$ cat src/rtl/axil_irq_ctrl_pkg.sv
// Shared constants and types for the AXI-Lite interrupt controller.
// Register offsets are byte addresses within the 64-byte window.
package axil_irq_ctrl_pkg;

  localparam int MAX_IRQ = 32;

  localparam logic [5:0] REG_ISR  = 6'h00;
  localparam logic [5:0] REG_IPR  = 6'h04;
  localparam logic [5:0] REG_IER  = 6'h08;
  localparam logic [5:0] REG_IAR  = 6'h0C;
  localparam logic [5:0] REG_SIE  = 6'h10;
  localparam logic [5:0] REG_CIE  = 6'h14;
  localparam logic [5:0] REG_IVR  = 6'h18;
  localparam logic [5:0] REG_MER  = 6'h1C;
  localparam logic [5:0] REG_KIND = 6'h20;
  localparam logic [5:0] REG_POL  = 6'h24;

  localparam logic [1:0] RESP_OKAY   = 2'b00;
  localparam logic [1:0] RESP_SLVERR = 2'b10;

  typedef enum logic {WR_IDLE, WR_RESP} wr_state_e;
  typedef enum logic {RD_IDLE, RD_DATA} rd_state_e;

  // Offsets are word aligned, so everything up to POL is a real register.
  function automatic logic is_mapped(input logic [5:0] off);
    return off <= REG_POL;
  endfunction

endpackage

$ cat src/rtl/axil_irq_ctrl_if.sv
// AXI-Lite bus bundle (32-bit address and data) with master/slave views.
interface axil_irq_ctrl_if;
  logic [31:0] aw_addr;
  logic        aw_valid;
  logic        aw_ready;
  logic [31:0] w_data;
  logic [3:0]  w_strb;
  logic        w_valid;
  logic        w_ready;
  logic [1:0]  b_resp;
  logic        b_valid;
  logic        b_ready;
  logic [31:0] ar_addr;
  logic        ar_valid;
  logic        ar_ready;
  logic [31:0] r_data;
  logic [1:0]  r_resp;
  logic        r_valid;
  logic        r_ready;

  modport master (
    output aw_addr, aw_valid, w_data, w_strb, w_valid, b_ready, ar_addr, ar_valid, r_ready,
    input  aw_ready, w_ready, b_resp, b_valid, ar_ready, r_data, r_resp, r_valid
  );

  modport slave (
    input  aw_addr, aw_valid, w_data, w_strb, w_valid, b_ready, ar_addr, ar_valid, r_ready,
    output aw_ready, w_ready, b_resp, b_valid, ar_ready, r_data, r_resp, r_valid
  );
endinterface

$ cat src/rtl/axil_irq_ctrl_src_cell.sv
// One interrupt source: polarity fix-up, edge detect and the pending bit.
// prev resets high so a source already active at reset is not seen as an edge.
module irq_src_cell (
  input  logic aclk,
  input  logic aresetn,
  input  logic irq_i,
  input  logic kind,
  input  logic pol,
  input  logic ack,
  output logic pending
);
  logic act;
  logic prev;

  assign act = irq_i ^ pol;

  always_ff @(posedge aclk) begin
    if (!aresetn) begin
      prev    <= 1'b1;
      pending <= 1'b0;
    end else begin
      prev    <= act;
      // A fresh edge beats a same-cycle acknowledge.
      pending <= kind ? ((pending & ~ack) | (act & ~prev)) : act;
    end
  end
endmodule

$ cat src/rtl/axil_irq_ctrl.sv
// AXI-Lite interrupt controller: per-source cells, config registers,
// lowest-index priority vector and a registered combined irq_o.
module axil_irq_ctrl #(
  parameter int unsigned NUM_IRQ  = 8,
  parameter logic [31:0] KIND_RST = 32'hFFFF_FFFF,
  parameter logic [31:0] POL_RST  = 32'h0000_0000
) (
  input  logic               aclk,
  input  logic               aresetn,
  axil_irq_ctrl_if.slave     slv,
  input  logic [NUM_IRQ-1:0] irq_i,
  output logic               irq_o
);
  import axil_irq_ctrl_pkg::*;

  wr_state_e wr_state, wr_next;
  rd_state_e rd_state, rd_next;

  logic [NUM_IRQ-1:0] isr, ipr, ier, kind, pol, ack, wmask, wbits;
  logic               mer;
  logic [31:0]        strb_mask, wfull, ivr, rd_mux;
  logic [5:0]         wr_off, rd_off;
  logic               wr_fire, rd_fire, rd_err;

  assign wr_off  = {slv.aw_addr[5:2], 2'b00};
  assign rd_off  = {slv.ar_addr[5:2], 2'b00};
  assign wr_fire = aresetn && (wr_state == WR_IDLE) && slv.aw_valid && slv.w_valid;
  assign rd_fire = aresetn && (rd_state == RD_IDLE) && slv.ar_valid;

  always_comb begin
    for (int b = 0; b < 4; b++) strb_mask[b*8 +: 8] = {8{slv.w_strb[b]}};
  end
  assign wfull = slv.w_data & strb_mask;
  assign wmask = strb_mask[NUM_IRQ-1:0];
  assign wbits = wfull[NUM_IRQ-1:0];
  assign ack   = (wr_fire && wr_off == REG_IAR) ? wbits : '0;

  logic unused_bits;
  assign unused_bits = ^{slv.aw_addr[31:6], slv.aw_addr[1:0],
                         slv.ar_addr[31:6], slv.ar_addr[1:0], wfull};

  for (genvar i = 0; i < NUM_IRQ; i++) begin : g_src
    irq_src_cell u_cell (
      .aclk    (aclk),
      .aresetn (aresetn),
      .irq_i   (irq_i[i]),
      .kind    (kind[i]),
      .pol     (pol[i]),
      .ack     (ack[i]),
      .pending (isr[i])
    );
  end

  assign ipr = isr & ier;

  always_comb begin
    ivr = '1;
    for (int i = NUM_IRQ - 1; i >= 0; i--)
      if (ipr[i]) ivr = 32'(i);
  end

  always_ff @(posedge aclk) begin
    if (!aresetn) begin
      ier  <= '0;
      mer  <= 1'b0;
      kind <= KIND_RST[NUM_IRQ-1:0];
      pol  <= POL_RST[NUM_IRQ-1:0];
    end else if (wr_fire) begin
      case (wr_off)
        REG_IER:  ier  <= (ier & ~wmask) | wbits;
        REG_SIE:  ier  <= ier | wbits;
        REG_CIE:  ier  <= ier & ~wbits;
        REG_MER:  if (slv.w_strb[0]) mer <= slv.w_data[0];
        REG_KIND: kind <= (kind & ~wmask) | wbits;
        REG_POL:  pol  <= (pol & ~wmask) | wbits;
        default:  ;
      endcase
    end
  end

  always_ff @(posedge aclk) begin
    if (!aresetn) irq_o <= 1'b0;
    else          irq_o <= mer & (|ipr);
  end

  // Read data reflects registers before any write landing on the same edge.
  always_comb begin
    rd_mux = '0;
    rd_err = 1'b0;
    case (rd_off)
      REG_ISR:                   rd_mux = 32'(isr);
      REG_IPR:                   rd_mux = 32'(ipr);
      REG_IER:                   rd_mux = 32'(ier);
      REG_IVR:                   rd_mux = ivr;
      REG_MER:                   rd_mux = {31'b0, mer};
      REG_KIND:                  rd_mux = 32'(kind);
      REG_POL:                   rd_mux = 32'(pol);
      REG_IAR, REG_SIE, REG_CIE: rd_mux = '0;
      default:                   rd_err = 1'b1;
    endcase
  end

  always_ff @(posedge aclk) begin
    if (!aresetn) begin
      wr_state <= WR_IDLE;
      rd_state <= RD_IDLE;
    end else begin
      wr_state <= wr_next;
      rd_state <= rd_next;
    end
  end

  always_comb begin
    wr_next      = wr_state;
    slv.aw_ready = 1'b0;
    slv.w_ready  = 1'b0;
    slv.b_valid  = 1'b0;
    case (wr_state)
      WR_IDLE: begin
        slv.aw_ready = wr_fire;
        slv.w_ready  = wr_fire;
        if (wr_fire) wr_next = WR_RESP;
      end
      WR_RESP: begin
        slv.b_valid = 1'b1;
        if (slv.b_ready) wr_next = WR_IDLE;
      end
      default: wr_next = WR_IDLE;
    endcase
  end

  always_comb begin
    rd_next      = rd_state;
    slv.ar_ready = 1'b0;
    slv.r_valid  = 1'b0;
    case (rd_state)
      RD_IDLE: begin
        slv.ar_ready = aresetn;
        if (rd_fire) rd_next = RD_DATA;
      end
      RD_DATA: begin
        slv.r_valid = 1'b1;
        if (slv.r_ready) rd_next = RD_IDLE;
      end
      default: rd_next = RD_IDLE;
    endcase
  end

  always_ff @(posedge aclk) begin
    if (!aresetn) begin
      slv.r_data <= '0;
      slv.r_resp <= RESP_OKAY;
      slv.b_resp <= RESP_OKAY;
    end else begin
      if (rd_fire) begin
        slv.r_data <= rd_mux;
        slv.r_resp <= rd_err ? RESP_SLVERR : RESP_OKAY;
      end
      if (wr_fire) slv.b_resp <= is_mapped(wr_off) ? RESP_OKAY : RESP_SLVERR;
    end
  end

endmodule

$ cat src/flat_wrapper.sv
// flat-port wrapper written by rule: the top's interface ports become plain ports
module axil_irq_ctrl_flat import axil_irq_ctrl_pkg::*;
#(
  parameter int unsigned NUM_IRQ  = 8,
  parameter logic [31:0] KIND_RST = 32'hFFFF_FFFF,
  parameter logic [31:0] POL_RST  = 32'h0000_0000
)
  (aclk, aresetn, irq_i, irq_o, slv_aw_addr, slv_aw_valid, slv_w_data, slv_w_strb, slv_w_valid, slv_b_ready, slv_ar_addr, slv_ar_valid, slv_r_ready, slv_aw_ready, slv_w_ready, slv_b_resp, slv_b_valid, slv_ar_ready, slv_r_data, slv_r_resp, slv_r_valid);
  axil_irq_ctrl_if slv_i ();
  input  logic aclk;
  input  logic aresetn;
  input  logic [NUM_IRQ-1:0] irq_i;
  output logic irq_o;
  input wire logic [$bits(slv_i.aw_addr)-1:0] slv_aw_addr;
  input wire logic [$bits(slv_i.aw_valid)-1:0] slv_aw_valid;
  input wire logic [$bits(slv_i.w_data)-1:0] slv_w_data;
  input wire logic [$bits(slv_i.w_strb)-1:0] slv_w_strb;
  input wire logic [$bits(slv_i.w_valid)-1:0] slv_w_valid;
  input wire logic [$bits(slv_i.b_ready)-1:0] slv_b_ready;
  input wire logic [$bits(slv_i.ar_addr)-1:0] slv_ar_addr;
  input wire logic [$bits(slv_i.ar_valid)-1:0] slv_ar_valid;
  input wire logic [$bits(slv_i.r_ready)-1:0] slv_r_ready;
  output wire logic [$bits(slv_i.aw_ready)-1:0] slv_aw_ready;
  output wire logic [$bits(slv_i.w_ready)-1:0] slv_w_ready;
  output wire logic [$bits(slv_i.b_resp)-1:0] slv_b_resp;
  output wire logic [$bits(slv_i.b_valid)-1:0] slv_b_valid;
  output wire logic [$bits(slv_i.ar_ready)-1:0] slv_ar_ready;
  output wire logic [$bits(slv_i.r_data)-1:0] slv_r_data;
  output wire logic [$bits(slv_i.r_resp)-1:0] slv_r_resp;
  output wire logic [$bits(slv_i.r_valid)-1:0] slv_r_valid;
  assign slv_i.aw_addr = slv_aw_addr;
  assign slv_i.aw_valid = slv_aw_valid;
  assign slv_i.w_data = slv_w_data;
  assign slv_i.w_strb = slv_w_strb;
  assign slv_i.w_valid = slv_w_valid;
  assign slv_i.b_ready = slv_b_ready;
  assign slv_i.ar_addr = slv_ar_addr;
  assign slv_i.ar_valid = slv_ar_valid;
  assign slv_i.r_ready = slv_r_ready;
  assign slv_aw_ready = slv_i.aw_ready;
  assign slv_w_ready = slv_i.w_ready;
  assign slv_b_resp = slv_i.b_resp;
  assign slv_b_valid = slv_i.b_valid;
  assign slv_ar_ready = slv_i.ar_ready;
  assign slv_r_data = slv_i.r_data;
  assign slv_r_resp = slv_i.r_resp;
  assign slv_r_valid = slv_i.r_valid;
  axil_irq_ctrl #(.NUM_IRQ(NUM_IRQ), .KIND_RST(KIND_RST), .POL_RST(POL_RST)) u_core (.aclk(aclk), .aresetn(aresetn), .slv(slv_i), .irq_i(irq_i), .irq_o(irq_o));
endmodule
$ cat config.mk
export PLATFORM = sky130hd
export DESIGN_NAME = axil_irq_ctrl_flat
export DESIGN_NICKNAME = d
export VERILOG_FILES = /design/src/rtl/axil_irq_ctrl_pkg.sv /design/src/rtl/axil_irq_ctrl_if.sv /design/src/rtl/axil_irq_ctrl_src_cell.sv /design/src/rtl/axil_irq_ctrl.sv /design/src/flat_wrapper.sv
export SDC_FILE = /design/constraint.sdc
export NUM_CORES = 1
export LEC_CHECK = 0
export CAP_MARGIN = 20
export CORE_AREA = 2 2 90 92
export CTS_BUF_LIST = sky130_fd_sc_hd__clkbuf_8
export CTS_CLUSTER_DIAMETER = 40
export DETAILED_ROUTE_END_ITERATION = 8
export DIE_AREA = 0 0 92 94
export PLACE_DENSITY_LB_ADDON = 0.3
export SYNTH_ARGS = -nofsm -noshare
export SYNTH_HDL_FRONTEND = slang
export SYNTH_HIERARCHICAL = 1
export SYNTH_SLANG_ARGS = --single-unit
$ cat constraint.sdc
create_clock -name aclk -period 2.4 [get_ports aclk]
set_clock_uncertainty 0.15 [all_clocks]
set_input_delay 0.24 -clock aclk [delete_from_list [all_inputs] [get_ports aclk]]
set_output_delay 0.24 -clock aclk [all_outputs]
set_load 0.05 [all_outputs]
==> Implementation_results.wiki, run 1 <==
{| class="wikitable"
! Metric !! Value
|-
| Launch point of the worst reg-to-reg path || u_core/wr_state$_SDFF_PN0_
|-
| Clock tree root driver cell || clkbuf_8
|-
| Crit path required time || between 2 and 2.5 ns
|-
| Vias per inst || around 5.4
|-
| Post-layout net count || approximately 540
|-
| Share of power burned in combinational logic || 16.9%
|-
| Hold Crit Start || u_core/slv.r_data[30]$_SDFFE_PN0P_
|-
| Clock Sink Count || 55
|-
| GR peak layer || met2
|-
| Post-synthesis area per instance || 8.34 um2
|-
| Minimum hold slack || just over 0.3 ns
|-
| Max Transition Viols Final || 0
|-
| Number of standard cells after synthesis || ~370
|-
| Share of cells above drive strength 1 || 11.2%
|-
| Proportion of power drawn by flip-flops and latches || between 50% and 60%
|-
| Worst flop-to-flop path endpoint || u_core/g_src[4].u_cell/pending$_SDFF_PN0_
|-
| Antenna violation net count after detailed routing || 0
|-
| Final setup margin || 0.251 ns
|-
| Number of stages on the worst hold path || 2
|-
| CTS HTree Levels || 2
|-
| Post-route clock period utilization || about nine tenths
|-
| TritonCTS clock tree || done
|-
| Clock-pin transition on the worst setup and hold timing paths || 0.10 ns
|-
| Net switching fraction of the power || 28.5%
|-
| Timing-limited maximum frequency || 0.465 GHz
|-
| Post-CTS Setup Repair Bufs || 0
|-
| Quantity of hold-fixing buffers added after cts || 0
|-
| Count of placed standard cells in the final layout, fillers left out || 532
|-
| Flip-flop and latch count after synthesis || 55
|-
| Area growth from synthesis to final layout || 28.6%
|-
| Yosys warnings || 6
|-
| Dominant combinational cell family by area after synthesis || simple AND/OR/NAND/NOR gates
|-
| Setup violations, final || 0
|-
| Worst Hold Class || flop to flop
|-
| Unrepaired setup endpoints after global routing || false
|-
| Count of routing violations after the opening detailed-route iteration || approximately 250
|-
| Most used DFF post-synth || dfxtp_1
|-
| Pwr Density || ~450 nW/um2
|-
| Endpoint class of the critical path || flop
|-
| Grt met3 use || under 10%
|-
| Worst Setup Start Kind || input port
|-
| Routability congestion estimate from global placement || roughly 0.87
|-
| Switch Pwr || 511 uW
|-
| Total CTS buffers || 5
|-
| Total via count in the routed design || about 2900
|-
| GR Util met1 || approximately a quarter
|-
| Crit Path Category || input port to flop
|-
| Fraction of the yosys area taken by sequential cells || approximately 36%
|-
| Total wire length || 8020 um
|-
| Pin slew with the least headroom to its limit || 0.562 ns
|-
| Outcome || complete, no violations
|-
| I/O pin cnt || about 160
|-
| Post-synthesis mux area share || roughly 7%
|-
| Insertion delay to the later sink of the worst-skew pair || 0.32 ns
|-
| Site row count || 32
|-
| Cell Area, Synth || 3100 um2
|-
| Post-placement worst setup slack || roughly 0.0041 ns
|-
| Power share of the clock group || 30.0%
|-
| Number of max-cap violations || 0
|-
| Maximum number of pins on one net before global-route repair || 29
|-
| R2r worst-path depth || 6
|-
| Pint || 1.28 mW
|-
| Post-synthesis share of cell area spent on and, or, nand and nor gates || 27.0%
|-
| Deepest clock path buffer count || 2
|-
| Leakage power total || 1.54 nW
|-
| Post-detail-place hpwl || 5930 um
|-
| Ys async rst share || 0%
|-
| Time the worst path needs with I/O delays and setup || 2.15 ns
|-
| Placed cell count || roughly 520
|-
| Die X || 92 um
|-
| Final number of hold-violating endpoints || 0
|-
| Total Die Area || roughly 8600 um2
|-
| Reg2Reg Setup Slack || about 0.53 ns
|-
| Core footprint || 7610 um2
|-
| Met2 capacity usage during global routing || a little under a third
|-
| Ant. Diodes || 0
|-
| Total global routing track utilization || between 10% and 20%
|-
| Final global-route overflow total || 0
|-
| Post-route design area || 3980 um2
|-
| Arrival time at the worst endpoint || 2.17 ns
|-
| Port Buf Inserts || 71
|-
| Die extent in y || roughly 94 um
|-
| Detailed Routing Iterations Pass 1 || 5
|-
| Number of distinct standard cells referenced by the synthesized netlist || 57
|-
| Initial antenna violation count || 0
|-
| Worst slew margin relative to its limit || approximately three fifths
|-
| Compound-cell area share of the yosys netlist || 17.2%
|-
| Post_cts resized || 0
|-
| Initial core utilization || 40.7%
|-
| Adder and majority gate portion of the synthesized area || 0%
|-
| Wire length of the first global-routing pass || 13300 um
|-
| Filler instances || 723
|-
| Number of enable flip-flop cells after synthesis || 0
|-
| WHS Endpoint || u_core/slv.r_data[30]$_SDFFE_PN0P_
|-
| Peak VDD IR || between 0.3 and 0.4 mV
|-
| Share of the synthesized netlist area taken by xor and xnor gates || 2.55%
|-
| DP Area || 3890 um2
|-
| Via count of the first global-routing pass || 2651
|-
| Detailed-route wire length per cell || 15.1 um
|-
| DRC violations left || 0
|-
| CP Max Fanout || 12
|}
[per-layer routing]
layer,wire [um],share of wire [%],up-vias
li1,-,-,1417
met1,3800,47,1333
met2,3560,44,99
met3,533,6.6,11
met4,124,1.5,0
met5,0,0,-
[cell usage after synthesis (all sizes together) (4+ instances only)]
library cell	number	share of area, %
clkbuf	14	1.7
o21ai	21	3.4
nand3	17	2.7
a21oi	20	3.2
buf	32	7.4
nand2b	5	1.0
xor2	8	2.3
nand3b	11	2.7
or3b	4	1.1
nand2	50	6.1
dfxtp	55	36
nor2	23	2.8
mux2i	21	6.8
a31o	8	2.3
a221oi	6	1.7
inv	10	1.2
or2	11	2.2
and4b	8	2.6
[logic make-up after synthesis]
family          Yosys count
flops                    55
xor+xnor                  9
other cells               1
simple gates            148
buf+inv                  57
mux                      22
compound gates           79
[stage by stage]
stage	util (%)	power [mW]	setup TNS [ns]
2_1_floorplan	-	1.13	0
3_5_place_dp	51.1	1.27	0
3_3_place_gp	51.1	1.27	-0.0382
5_1_grt	52.3	1.87	0
4_1_cts	52.3	1.81	0
6_report	52.3	1.79	0
[worst max path at each step]
stage | from | to | slack, ns
finish | aresetn | u_core/slv.r_data[3]$_SDFFE_PN0P_ | 0.25
global route | aresetn | u_core/slv.r_data[3]$_SDFFE_PN0P_ | 0.13
CTS | u_core/slv.r_data[30]$_SDFFE_PN0P_ | slv_r_data[18] | 0.27
detailed placement | aresetn | u_core/slv.r_data[3]$_SDFFE_PN0P_ | 0.004
global placement | aresetn | u_core/slv.r_data[3]$_SDFFE_PN0P_ | -0.04
floorplan | u_core/rd_state$_SDFF_PN0_ | u_core/slv.r_data[0]$_SDFFE_PN0P_ | 0.12
[worst max-delay path, stage by stage]
cell and delay, ns:
clkdlybuf4s50_1 0.60, buf_4 0.24, nand3b_1 0.28, a2111oi_0 0.65, a221oi_1 0.16
[final cells by class]
cell class / instances / area, um2 / share of cell area (%)
Sequential cell: 55 / 1100 / 27.7
Clock inverter: 3 / 25.0 / 0.629
Clock buffer: 5 / 68.8 / 1.73
Tap cell: 102 / 128 / 3.21
Inverter: 11 / 41.3 / 1.04
Multi-Input combinational cell: 260 / 1680 / 42.1
Timing Repair Buffer: 96 / 941 / 23.6
[power groups by stage]
| stage | registers, mW | clock network (mW) | logic (mW) |
|---|---|---|---|
| final | 0.951 | 0.537 | 0.303 |
| after detailed placement | 0.971 | 0 | 0.301 |
| after global placement | 0.971 | 0 | 0.295 |
| after global routing | 0.954 | 0.586 | 0.327 |
| after CTS | 0.951 | 0.558 | 0.302 |
| after floorplan | 0.981 | 0 | 0.147 |
[cells in the final DEF (no fill, tap or decap), types with 3 or more instances in the layout]
| cell type | n |
|---|---|
| clkdlybuf4s50_1 | 68 |
| dfxtp_1 | 55 |
| nand2_1 | 50 |
| buf_4 | 24 |
| nor2_1 | 23 |
| mux2i_1 | 21 |
| a21oi_1 | 20 |
| o21ai_0 | 20 |
| nand3_1 | 17 |
| nand3b_1 | 11 |
| inv_1 | 10 |
| or2_1 | 9 |
| xor2_1 | 8 |
| and4b_1 | 8 |
| a31o_1 | 8 |
| a221oi_1 | 6 |
| clkbuf_8 | 5 |
| nand2b_1 | 5 |
| buf_12 | 4 |
| or3b_2 | 4 |
| a22oi_1 | 3 |
| a211oi_1 | 3 |
Note: power is estimated with default switching activity, not from simulation.
==> run 2: changes to the inputs <==
CTS_CLUSTER_SIZE = 12   (was not set)
==> results of run 2 <==
The final DEF is identical to that of run 1; final timing and power are the same.
==> run 3: changes to the inputs <==
GPL_TIMING_DRIVEN = 1   (was not set)
==> results of run 3 <==
The final DEF is identical to that of run 1; final timing and power are the same.
